--- src/rtl/seven_seg_dual_reader.sv ---
// seven_seg_dual_reader: filters, decodes and sequence-checks an active-low dual 7-segment readback bus
module seven_seg_dual_reader #(
    parameter int STABLE_CYCLES = 4,
    parameter int ERR_CNT_WIDTH = 8
) (
    input  logic                     i_Clk,
    input  logic                     i_Rst_L,
    input  logic [6:0]               i_Seg1,
    input  logic [6:0]               i_Seg2,
    output logic [3:0]               o_Tens,
    output logic [3:0]               o_Units,
    output logic [6:0]               o_Value,
    output logic                     o_Valid,
    output logic                     o_Update,
    output logic                     o_Invalid,
    output logic                     o_Seq_Err,
    output logic [ERR_CNT_WIDTH-1:0] o_Err_Count
);
    localparam int CW = $clog2(STABLE_CYCLES + 1);

    typedef enum logic {S_WAIT_FIRST, S_TRACK} state_t;

    state_t      state;
    logic [13:0] seg_in, smp, pend_pat, acc_pat;
    logic [CW-1:0] cnt, cnt_n;
    logic        pend, acc_vld, hit, fire, legal, seq_ok, err;
    logic [4:0]  d1, d2;
    logic [6:0]  new_val, next_val;

    // {legal, digit} for one active-low {G..A} code
    function automatic logic [4:0] dec(input logic [6:0] s);
        case (~s)
            7'b0111111: dec = 5'h10;
            7'b0000110: dec = 5'h11;
            7'b1011011: dec = 5'h12;
            7'b1001111: dec = 5'h13;
            7'b1100110: dec = 5'h14;
            7'b1101101: dec = 5'h15;
            7'b1111101: dec = 5'h16;
            7'b0000111: dec = 5'h17;
            7'b1111111: dec = 5'h18;
            7'b1101111: dec = 5'h19;
            default:    dec = 5'h00;
        endcase
    endfunction

    // run-length count of the current sample, acceptance qualification and decode of the pending pattern
    always_comb begin
        seg_in   = {i_Seg1, i_Seg2};
        cnt_n    = (seg_in != smp) ? CW'(1) : (cnt == CW'(STABLE_CYCLES)) ? cnt : cnt + CW'(1);
        hit      = (cnt_n == CW'(STABLE_CYCLES)) && (cnt != CW'(STABLE_CYCLES));
        fire     = pend && (!acc_vld || pend_pat != acc_pat);
        d1       = dec(pend_pat[13:7]);
        d2       = dec(pend_pat[6:0]);
        legal    = d1[4] & d2[4];
        new_val  = 7'(d1[3:0]) * 7'd10 + 7'(d2[3:0]);
        next_val = (o_Value == 7'd99) ? 7'd0 : o_Value + 7'd1;
        seq_ok   = (new_val == 7'd0) || (new_val == next_val);
        err      = fire && (!legal || (state == S_TRACK && !seq_ok));
    end

    // stability filter: a run reaching STABLE_CYCLES edges raises a one-cycle pending acceptance
    always_ff @(posedge i_Clk or negedge i_Rst_L) begin
        if (!i_Rst_L) begin
            smp      <= '0;
            cnt      <= '0;
            pend     <= 1'b0;
            pend_pat <= '0;
        end else begin
            smp      <= seg_in;
            cnt      <= cnt_n;
            pend     <= hit;
            pend_pat <= seg_in;
        end
    end

    // acceptance state machine with registered outputs and saturating error counter
    always_ff @(posedge i_Clk or negedge i_Rst_L) begin
        if (!i_Rst_L) begin
            state       <= S_WAIT_FIRST;
            acc_vld     <= 1'b0;
            acc_pat     <= '0;
            o_Tens      <= '0;
            o_Units     <= '0;
            o_Value     <= '0;
            o_Valid     <= 1'b0;
            o_Update    <= 1'b0;
            o_Invalid   <= 1'b0;
            o_Seq_Err   <= 1'b0;
            o_Err_Count <= '0;
        end else begin
            o_Update  <= 1'b0;
            o_Invalid <= 1'b0;
            o_Seq_Err <= 1'b0;
            if (fire) begin
                acc_pat <= pend_pat;
                // leaving S_TRACK on an illegal pattern forgets it, so a repeat is seen afresh
                acc_vld <= legal || state == S_WAIT_FIRST;
                if (legal) begin
                    o_Tens    <= d1[3:0];
                    o_Units   <= d2[3:0];
                    o_Value   <= new_val;
                    o_Valid   <= 1'b1;
                    o_Update  <= 1'b1;
                    o_Seq_Err <= state == S_TRACK && !seq_ok;
                    state     <= S_TRACK;
                end else begin
                    o_Valid   <= 1'b0;
                    o_Invalid <= 1'b1;
                    state     <= S_WAIT_FIRST;
                end
            end
            if (err && !(&o_Err_Count))
                o_Err_Count <= o_Err_Count + ERR_CNT_WIDTH'(1);
        end
    end
endmodule

--- config.mk ---
export PLATFORM = sky130hd
export DESIGN_NAME = seven_seg_dual_reader
export DESIGN_NICKNAME = d
export VERILOG_FILES = /design/src/rtl/seven_seg_dual_reader.sv
export SDC_FILE = /design/constraint.sdc
export NUM_CORES = 1
export LEC_CHECK = 0
export CORE_MARGIN = 2
export CORE_UTILIZATION = 50
export CTS_BUF_LIST = sky130_fd_sc_hd__clkbuf_8
export CTS_CLUSTER_DIAMETER = 60
export DETAILED_ROUTE_END_ITERATION = 16
export GPL_TIMING_DRIVEN = 0
export PLACE_DENSITY = 0.72
export SYNTH_ARGS = -nofsm -noshare
export SYNTH_HDL_FRONTEND = slang
export SYNTH_SLANG_ARGS = --single-unit
--- constraint.sdc ---
create_clock -name i_Clk -period 5.7 [get_ports i_Clk]
set_input_delay 1.425 -clock i_Clk [delete_from_list [all_inputs] [get_ports i_Clk]]
set_output_delay 1.425 -clock i_Clk [all_outputs]
set_load 0.05 [all_outputs]
==> results_tabular.tex, run 1 <==
\begin{tabular}{lr}
\hline
Metric & Value \\
\hline
\multicolumn{2}{l}{\textbf{Route}} \\
\quad Number of DRC markers after the initial detailed-route iteration & 92 \\
\quad Count of TritonRoute iterations in the first routing pass & 4 \\
\quad Antenna Nets Post-Route & 0 \\
\quad Vias after detailed routing & between 2000 and 3000 \\
\quad Routed WL & 6780 um \\
\quad DR vias/cell & around 5.6 \\
\quad Number of design rule violations left after detail routing & 0 \\
\quad Routed WL per cell & between 15 and 20 um \\
\multicolumn{2}{l}{\textbf{Yosys}} \\
\quad Count of state elements after synthesis & 59 \\
\quad Post-synthesis share of cell area spent on xor and xnor gates & between 10\% and 20\% \\
\quad Number of warnings reported in the yosys synthesis log & 0 \\
\quad Fraction of the mapped netlist area in simple logic gates & between 10\% and 20\% \\
\quad Net count after synthesis & $\sim$340 \\
\quad Share of the synthesized area in compound gates (AO/OA/AOI/OAI) & 9.42\% \\
\quad Portion of synthesized cell area occupied by the leading cell type & a little over two fifths \\
\quad Syn avg cell area & approximately 11 um2 \\
\quad Fraction of registers with async set/reset & 100\% \\
\quad Sequential-to-total area share from yosys stat & a little over two fifths \\
\quad Library cell with the largest summed area after synthesis & sky130\_fd\_sc\_hd\_\_dfrtp\_1 \\
\quad Dominant cells by area after synthesis & sky130\_fd\_sc\_hd\_\_dfrtp\_1 (44\%), sky130\_fd\_sc\_hd\_\_mux2\_2 (8.4\%), sky130\_fd\_sc\_hd\_\_xnor2\_1 (7.8\%) \\
\quad Count of flip-flops with a built-in enable after synthesis & 0 \\
\quad Gate count of the mapped netlist & approximately 310 \\
\quad Post-synth top flop & sky130\_fd\_sc\_hd\_\_dfrtp\_1 \\
\quad Adder and majority gate portion of the synthesized area & 4.91\% \\
\quad Post-synthesis instance area & roughly 0.0034 mm2 \\
\quad Combinational family with the most area after synthesis & simple AND/OR/NAND/NOR gates \\
\quad Share of cell area taken by muxes after synthesis & $\sim$9.6\% \\
\quad Yosys cell types & 58 \\
\multicolumn{2}{l}{\textbf{Clocking}} \\
\quad Level count of the clock H-tree & 3 \\
\quad Clock tree from TritonCTS & built \\
\quad Clock transition at the register clock pins on the worst setup and hold paths after CTS & 70 ps \\
\quad Root Driver & sky130\_fd\_sc\_hd\_\_clkbuf\_8 \\
\quad Post-cts sizing count & 0 \\
\quad Clock latency of the later-clocked register in the worst-skew pair & $\sim$340 ps \\
\quad Number of clock sinks & 59 \\
\quad Number of buffers inserted during clock tree synthesis & 9 \\
\quad Max Root-Sink Buffers & 2 \\
\quad \# hold bufs at CTS & 0 \\
\quad Number of buffers added for setup after CTS & 0 \\
\multicolumn{2}{l}{\textbf{Floorplan}} \\
\quad Number of primary I/O pins & 43 \\
\quad Initial core utilization & between 50\% and 60\% \\
\quad Row count & 29 \\
\quad Die outline width & 86.0 um \\
\quad Core area & between 0.006 and 0.007 mm2 \\
\quad Die area & about 0.0074 mm2 \\
\quad Vertical die dimension & roughly 86 um \\
\multicolumn{2}{l}{\textbf{Setup path}} \\
\quad Worst setup path class & flip-flop to flip-flop \\
\quad Critical Path Source & pend\_pat[11]\$\_DFF\_PN0\_ \\
\quad Worst r2r dst & o\_Err\_Count[1]\$\_DFFE\_PN0P\_ \\
\quad Largest stage delay on the critical path & roughly 600 ps \\
\quad Worst reg2reg startpoint & pend\_pat[11]\$\_DFF\_PN0\_ \\
\quad Worst-case register-to-register setup slack & 800 ps \\
\quad Cell at the slowest stage of the critical path & sky130\_fd\_sc\_hd\_\_a31oi\_1 \\
\quad Data required time at the worst endpoint & between 5000 and 6000 ps \\
\quad CP max FO & 10 \\
\quad Kind of capture point of the worst setup path & flip-flop \\
\quad Crit path cell chain & clkbuf\_1, nor2b\_1, nand4\_1, a31oi\_1, ha\_1, ha\_1, inv\_1, fa\_1, nor2b\_1, a32oi\_1, or4bb\_1, o41ai\_1, and2\_1, a211o\_1, buf\_4, mux2\_1 \\
\quad Top Family by Delay on Critical Path & simple AND/OR/NAND/NOR gates \\
\quad Instance count on the critical path & 16 \\
\quad Data arrival time of the critical path & between 5000 and 6000 ps \\
\quad Buffering stage count on the worst path with inverters included & 3 \\
\quad Kind of start point of the critical path & flip-flop \\
\quad Register-to-Register Path Depth & 16 \\
\quad Endpoint of the worst setup timing path & o\_Err\_Count[1]\$\_DFFE\_PN0P\_ \\
\multicolumn{2}{l}{\textbf{Timing}} \\
\quad Total Negative Setup Slacks & 0 ps \\
\quad Smallest hold slack & about 490 ps \\
\quad Number of hold violations in the final report & 0 \\
\quad Setup Skew & $\sim$6.6 ps \\
\quad Tightest Pin Transition & slightly above 700 ps \\
\quad Period minus WS final & about 4900 ps \\
\quad Endpoints failing setup & 0 \\
\quad Setup repair after global routing missed its margin & false \\
\quad Final critical-path share of the clock period & 86.0\% \\
\quad Final Max Tran Viols & 0 \\
\quad Normalized max-slew margin & about half \\
\quad Peak clock frequency supported by timing & 0.204 GHz \\
\multicolumn{2}{l}{\textbf{Pwr}} \\
\quad Leakage power of the design & between 1.5 and 2 nW \\
\quad Total power consumption of the routed design & a little under 0.9 mW \\
\quad Max rail drop VDD & roughly 170 uV \\
\quad Pwr/cell area & roughly 210 mW/mm2 \\
\multicolumn{2}{l}{\textbf{Finish}} \\
\quad Most frequent standard cell in the layout excluding fill and tap cells & sky130\_fd\_sc\_hd\_\_dfrtp\_1 \\
\quad Final \#Nets & approximately 390 \\
\quad \# diodes & 0 \\
\quad Fraction of layout cells with a size suffix above 1 & $\sim$14\% \\
\quad Number of fill cells & approximately 530 \\
\quad Signed area change from the synthesized netlist to the final layout & 21.4\% \\
\quad Leading cell types in the layout, fill and taps excluded & sky130\_fd\_sc\_hd\_\_dfrtp\_1 (59), sky130\_fd\_sc\_hd\_\_clkdlybuf4s50\_1 (41), sky130\_fd\_sc\_hd\_\_xnor2\_1 (30) \\
\multicolumn{2}{l}{\textbf{Global routing}} \\
\quad Number of global-route vias before repair & roughly 2400 \\
\quad Initial antenna violation count & 0 \\
\quad Total global routing overflow & 0 \\
\quad GRT Util Overall & about a fifth \\
\quad Wire length of the first global-routing pass & $\sim$12000 um \\
\quad Largest net degree at the start of global routing & 38 \\
\multicolumn{2}{l}{\textbf{Placed design}} \\
\quad Post-DP HPWL & 4930 um \\
\quad Quantity of I/O buffers inserted on ports & 42 \\
\quad Routability congestion estimate & 0.835 \\
\multicolumn{2}{l}{\textbf{Worst hold path}} \\
\quad Min-delay src & o\_Err\_Count[6]\$\_DFFE\_PN0P\_ \\
\quad Type of the tightest min-delay check & flip-flop to flip-flop \\
\multicolumn{2}{l}{\textbf{Run}} \\
\quad Number of max-capacitance violations reported & 0 \\
\multicolumn{2}{l}{\textbf{Run status}} \\
\quad Result of the run & finished clean \\
\hline
\end{tabular}
[per-stage QoR]
step	utilization [%]	cell area [um2]	cells	worst slack (ps)
6_report	63.5	4080	447	795
5_1_grt	63.5	4080	447	472
4_1_cts	63.5	4080	447	889
3_5_place_dp	60.6	3890	431	970
3_3_place_gp	60.4	3880	430	1030
2_1_floorplan	-	3360	311	1610
[layout make-up]
type	count	area [um2]	area share (%)
Clock inverter	6	50.0	1.23
Multi-Input combinational cell	223	1750	43.0
Buffer	20	96.3	2.36
Timing Repair Buffer	43	435	10.7
Clock buffer	10	138	3.37
Sequential cell	59	1480	36.2
Tap cell	77	96.3	2.36
Inverter	9	33.8	0.828
[kinds of logic after synthesis]
family                   after synthesis
AND/OR/NAND/NOR                       89
flip-flops                            59
XOR/XNOR                              48
AO/OA/AOI/OAI                         45
buffers and inverters                 29
multiplexers                          29
adder cells (fa/ha/maj)               12
[cells in the mapped netlist, types with 4 or more instances]
cell type                   n
sky130_fd_sc_hd__a21o_1     4
sky130_fd_sc_hd__a21oi_1    9
sky130_fd_sc_hd__and3_1     4
sky130_fd_sc_hd__clkbuf_1  12
sky130_fd_sc_hd__dfrtp_1   59
sky130_fd_sc_hd__ha_1      10
sky130_fd_sc_hd__inv_1      9
sky130_fd_sc_hd__mux2_2    25
sky130_fd_sc_hd__nand2_1   10
sky130_fd_sc_hd__nand3_1   10
sky130_fd_sc_hd__nand4_1    8
sky130_fd_sc_hd__nor2_1    16
sky130_fd_sc_hd__nor2b_1    7
sky130_fd_sc_hd__nor3_1     7
sky130_fd_sc_hd__nor4_1     4
sky130_fd_sc_hd__o21ai_0    6
sky130_fd_sc_hd__xnor2_1   30
sky130_fd_sc_hd__xor2_1    17
[sequential cells by signal, summed over array words and instances, names as in the netlist, 3 cells and up]
name and count:
pend_pat 14, acc_pat 14, o_Units 4, o_Value 6, o_Err_Count 8, cnt 3, o_Tens 4
[metal layers]
layer | track usage (%) | part of all wire [%]
met1 | 27.7 | 49
met2 | 31.5 | 46
met3 | 4.62 | 3.5
met4 | 8.37 | 1.9
met5 | 0 | 0
[worst min-delay path by stage]
| stage | endpoint | slack, ps | cells after the start |
|---|---|---|---|
| 2_1_floorplan | acc_vld$_DFFE_PN0P_ | 450 | 1 |
| 3_3_place_gp | acc_vld$_DFFE_PN0P_ | 470 | 1 |
| 3_5_place_dp | o_Err_Count[6]$_DFFE_PN0P_ | 480 | 1 |
| 4_1_cts | o_Err_Count[6]$_DFFE_PN0P_ | 490 | 1 |
| 5_1_grt | o_Err_Count[6]$_DFFE_PN0P_ | 500 | 1 |
| 6_report | o_Err_Count[6]$_DFFE_PN0P_ | 490 | 1 |
[where the power goes]
| group | switching [mW] | internal [mW] |
|---|---|---|
| combinational | 0.0437 | 0.0326 |
| clock | 0.161 | 0.207 |
| sequential | 0.00238 | 0.424 |
| total | 0.208 | 0.663 |
(Power assumes the default switching activity.)
==> inputs of run 2 (changes only) <==
- CORE_ASPECT_RATIO: unset -> 1.75
==> run 2 against run 1 <==
  * Combinational power grew 0.8%
  * Maximum frequency is 5.8% higher
  * Final area fell by 0.52%
  * Clock power fell by 14%
  * Highest routed layer unchanged
  * Utilization decreased by 1.5 points
  * Largest power group unchanged
  * Cell count up 0.89%
==> results_tabular.tex, run 2 (synthesis results as in run 1) <==
\begin{tabular}{lr}
\hline
Metric & Value \\
\hline
\multicolumn{2}{l}{\textbf{Global routing}} \\
\quad Initial antenna violation count & 0 (unchanged) \\
\quad GRT Util Overall & 21.8\% (+1.4 points) \\
\quad Number of global-route vias before repair & 2561 (+5.6\%) \\
\quad Wire length of the first global-routing pass & 12200 um (+4.4\%) \\
\quad Total global routing overflow & 0 (unchanged) \\
\quad Largest net degree at the start of global routing & 34 (-11\%) \\
\multicolumn{2}{l}{\textbf{Run}} \\
\quad Number of max-capacitance violations reported & 0 (unchanged) \\
\multicolumn{2}{l}{\textbf{Floorplan}} \\
\quad Core area & 0.00654 mm2 (+1.8\%) \\
\quad Initial core utilization & 51.4\% (-0.93 points) \\
\quad Die outline width & 66.0 um (-23\%) \\
\quad Number of primary I/O pins & 43 (unchanged) \\
\quad Row count & 39 (+34\%) \\
\quad Die area & 0.00742 mm2 (+0.35\%) \\
\quad Vertical die dimension & 112 um (+31\%) \\
\multicolumn{2}{l}{\textbf{Finish}} \\
\quad Signed area change from the synthesized netlist to the final layout & 20.8\% \\
\quad Number of fill cells & 570 (+7.3\%) \\
\quad Filler-free cell count of the finished design & 451 (+0.89\%) \\
\quad Leading cell types in the layout, fill and taps excluded & sky130\_fd\_sc\_hd\_\_dfrtp\_1 (59), sky130\_fd\_sc\_hd\_\_clkdlybuf4s50\_1 (41), sky130\_fd\_sc\_hd\_\_xnor2\_1 (30) \\
\quad Fraction of layout cells with a size suffix above 1 & 14.6\% (+0.31 points) \\
\quad Most frequent standard cell in the layout excluding fill and tap cells & sky130\_fd\_sc\_hd\_\_dfrtp\_1 \\
\quad Utilization of the core after routing & 62.1\% (-1.5 points) \\
\quad Final \#Nets & 393 (unchanged) \\
\quad Regs by FF count & acc\_pat x14, pend\_pat x14, o\_Err\_Count x8 \\
\quad \# diodes & 0 (unchanged) \\
\quad Final Instance Area & 0.00406 mm2 (-0.52\%) \\
\multicolumn{2}{l}{\textbf{Setup path}} \\
\quad Worst setup path class & flip-flop to flip-flop \\
\quad Buffering stage count on the worst path with inverters included & 3 (unchanged) \\
\quad CP max FO & 10 (unchanged) \\
\quad Crit path cell chain & clkbuf\_1, nor2b\_1, nand4\_1, a31oi\_1, ha\_1, ha\_1, inv\_1, fa\_1, nor2b\_1, a32oi\_1, or4bb\_1, o41ai\_1, and2\_1, a211o\_1, buf\_4, mux2\_1 \\
\quad Critical Path Source & pend\_pat[11]\$\_DFF\_PN0\_ \\
\quad Worst reg2reg startpoint & pend\_pat[11]\$\_DFF\_PN0\_ \\
\quad Cell at the slowest stage of the critical path & sky130\_fd\_sc\_hd\_\_a31oi\_1 \\
\quad Largest stage delay on the critical path & 550 ps (-50 ps) \\
\quad Top Family by Delay on Critical Path & simple AND/OR/NAND/NOR gates \\
\quad Kind of capture point of the worst setup path & flip-flop \\
\quad Data arrival time of the critical path & 4860 ps (-270 ps) \\
\quad Kind of start point of the critical path & flip-flop \\
\quad Data required time at the worst endpoint & 5930 ps (about the same) \\
\multicolumn{2}{l}{\textbf{Route}} \\
\quad DR vias/cell & 5.60 (-0.26\%) \\
\quad Antenna Nets Post-Route & 0 (unchanged) \\
\quad Vias after detailed routing & 2526 (+0.64\%) \\
\quad Number of DRC markers after the initial detailed-route iteration & 59 (-36\%) \\
\quad Count of TritonRoute iterations in the first routing pass & 6 (+2) \\
\quad Routed WL per cell & 15.9 um (+5.1\%) \\
\quad Routed WL & 7190 um (+6.1\%) \\
\quad Number of design rule violations left after detail routing & 0 (unchanged) \\
\multicolumn{2}{l}{\textbf{Timing}} \\
\quad Tightest Pin Transition & 698 ps (-26.6 ps) \\
\quad Endpoints failing setup & 0 (unchanged) \\
\quad Smallest hold slack & 492 ps (+5.12 ps) \\
\quad Setup repair after global routing missed its margin & false \\
\quad Final critical-path share of the clock period & 81.3\% (-4.7 points) \\
\quad Normalized max-slew margin & 52.9\% (+1.5 points) \\
\quad Period minus WS final & 4630 ps (-271 ps) \\
\quad Peak clock frequency supported by timing & 0.216 GHz (+5.8\%) \\
\quad Total Negative Setup Slacks & 0 ps (unchanged) \\
\quad Number of hold violations in the final report & 0 (unchanged) \\
\quad Final worst slack & 1070 ps (+271 ps) \\
\quad Final Max Tran Viols & 0 (unchanged) \\
\quad Setup Skew & 5.00 ps (-1.63 ps) \\
\multicolumn{2}{l}{\textbf{Pwr}} \\
\quad Total power consumption of the routed design & 0.821 mW (-5.7\%) \\
\quad Sw Pwr & 0.203 mW (-2.1\%) \\
\quad Max rail drop VDD & 161 uV (-5.6\%) \\
\quad Combinational share of power & 9.4\% (+0.6 points) \\
\quad Switching share of power & 24.7\% (+0.91 points) \\
\quad Part of the power in the clock network & 38.7\% (-3.6 points) \\
\quad Internal power summed over all cells & 0.618 mW (-6.8\%) \\
\quad Flop pwr share & 51.9\% (+3.0 points) \\
\quad Leakage power of the design & 1.85 nW (-0.91\%) \\
\quad Pwr/cell area & 202 mW/mm2 (-5.2\%) \\
\multicolumn{2}{l}{\textbf{Clocking}} \\
\quad Number of clock sinks & 59 (unchanged) \\
\quad Number of buffers inserted during clock tree synthesis & 9 (unchanged) \\
\quad \# hold bufs at CTS & 0 (unchanged) \\
\quad Number of buffers added for setup after CTS & 0 (unchanged) \\
\quad Clock latency of the later-clocked register in the worst-skew pair & 340 ps (about the same) \\
\quad Post-cts sizing count & 0 (unchanged) \\
\quad Root Driver & sky130\_fd\_sc\_hd\_\_clkbuf\_8 \\
\quad Clock tree from TritonCTS & built \\
\quad Level count of the clock H-tree & 3 (unchanged) \\
\quad Max Root-Sink Buffers & 2 (unchanged) \\
\quad Clock transition at the register clock pins on the worst setup and hold paths after CTS & 60 ps (about the same) \\
\multicolumn{2}{l}{\textbf{Run status}} \\
\quad Result of the run & finished clean \\
\multicolumn{2}{l}{\textbf{Worst hold path}} \\
\quad Min-delay src & o\_Err\_Count[6]\$\_DFFE\_PN0P\_ \\
\quad Type of the tightest min-delay check & flip-flop to flip-flop \\
\multicolumn{2}{l}{\textbf{Placed design}} \\
\quad Instance count after placement with tap cells included & 436 (+1.2\%) \\
\quad Worst slack, placed & 1060 ps (+92.1 ps) \\
\quad Quantity of I/O buffers inserted on ports & 42 (unchanged) \\
\quad Post-DP HPWL & 5420 um (+9.9\%) \\
\quad Routability congestion estimate & 0.870 (+4.3\%) \\
\quad Placed standard-cell area & 0.00390 mm2 (+0.16\%) \\
\hline
\end{tabular}
-- run 2: path summary, 6_finish.rpt --
kind,cells past startpoint,slack (ps),end
min in group asynchronous,1,1100,pend_pat[4]$_DFF_PN0_
max reg2reg,16,1070,o_Err_Count[1]$_DFFE_PN0P_
max in group asynchronous,2,4010,cnt[2]$_DFF_PN0_
min,1,490,o_Err_Count[6]$_DFFE_PN0P_
max,16,1070,o_Err_Count[1]$_DFFE_PN0P_
min reg2reg,1,490,o_Err_Count[6]$_DFFE_PN0P_
-- run 2: routing by layer --
metal | global-route usage (%) | vias to the layer above | wire, um
met5 | 0 | - | 0
li1 | - | 1211 | -
met4 | 10.9 | 0 | 266
met2 | 39.7 | 50 | 4040
met1 | 23.0 | 1249 | 2640
met3 | 4.31 | 16 | 241
-- run 2: cell type report --
cell class | count | area (um2) | share of cell area (%)
Multi-Input combinational cell | 223 | 1750 | 43.2
Sequential cell | 59 | 1480 | 36.4
Timing Repair Buffer | 43 | 435 | 10.7
Clock buffer | 10 | 138 | 3.39
Tap cell | 82 | 103 | 2.53
Buffer | 20 | 96.3 | 2.37
Inverter | 9 | 33.8 | 0.832
Clock inverter | 5 | 22.5 | 0.555
-- run 2: worst reg2reg max path, cell delays in order (launching register included) --
cell and delay, ps:
sky130_fd_sc_hd__dfrtp_1 320, sky130_fd_sc_hd__clkbuf_1 380, sky130_fd_sc_hd__nor2b_1 220, sky130_fd_sc_hd__nand4_1 110, sky130_fd_sc_hd__a31oi_1 550, sky130_fd_sc_hd__ha_1 350, sky130_fd_sc_hd__ha_1 200, sky130_fd_sc_hd__inv_1 60
sky130_fd_sc_hd__fa_1 430, sky130_fd_sc_hd__nor2b_1 180, sky130_fd_sc_hd__a32oi_1 120, sky130_fd_sc_hd__or4bb_1 540, sky130_fd_sc_hd__o41ai_1 310, sky130_fd_sc_hd__and2_1 180, sky130_fd_sc_hd__a211o_1 90, sky130_fd_sc_hd__buf_4 140
sky130_fd_sc_hd__mux2_1 330
-- run 2: power by group through the flow --
stage / clock network [mW] / registers (mW) / logic, mW
after floorplan: 0 / 0.433 / 0.0436
after detailed placement: 0 / 0.434 / 0.0777
final: 0.318 / 0.426 / 0.0770
after global routing: 0.343 / 0.426 / 0.0859
after global placement: 0 / 0.434 / 0.0747
after CTS: 0.328 / 0.426 / 0.0781
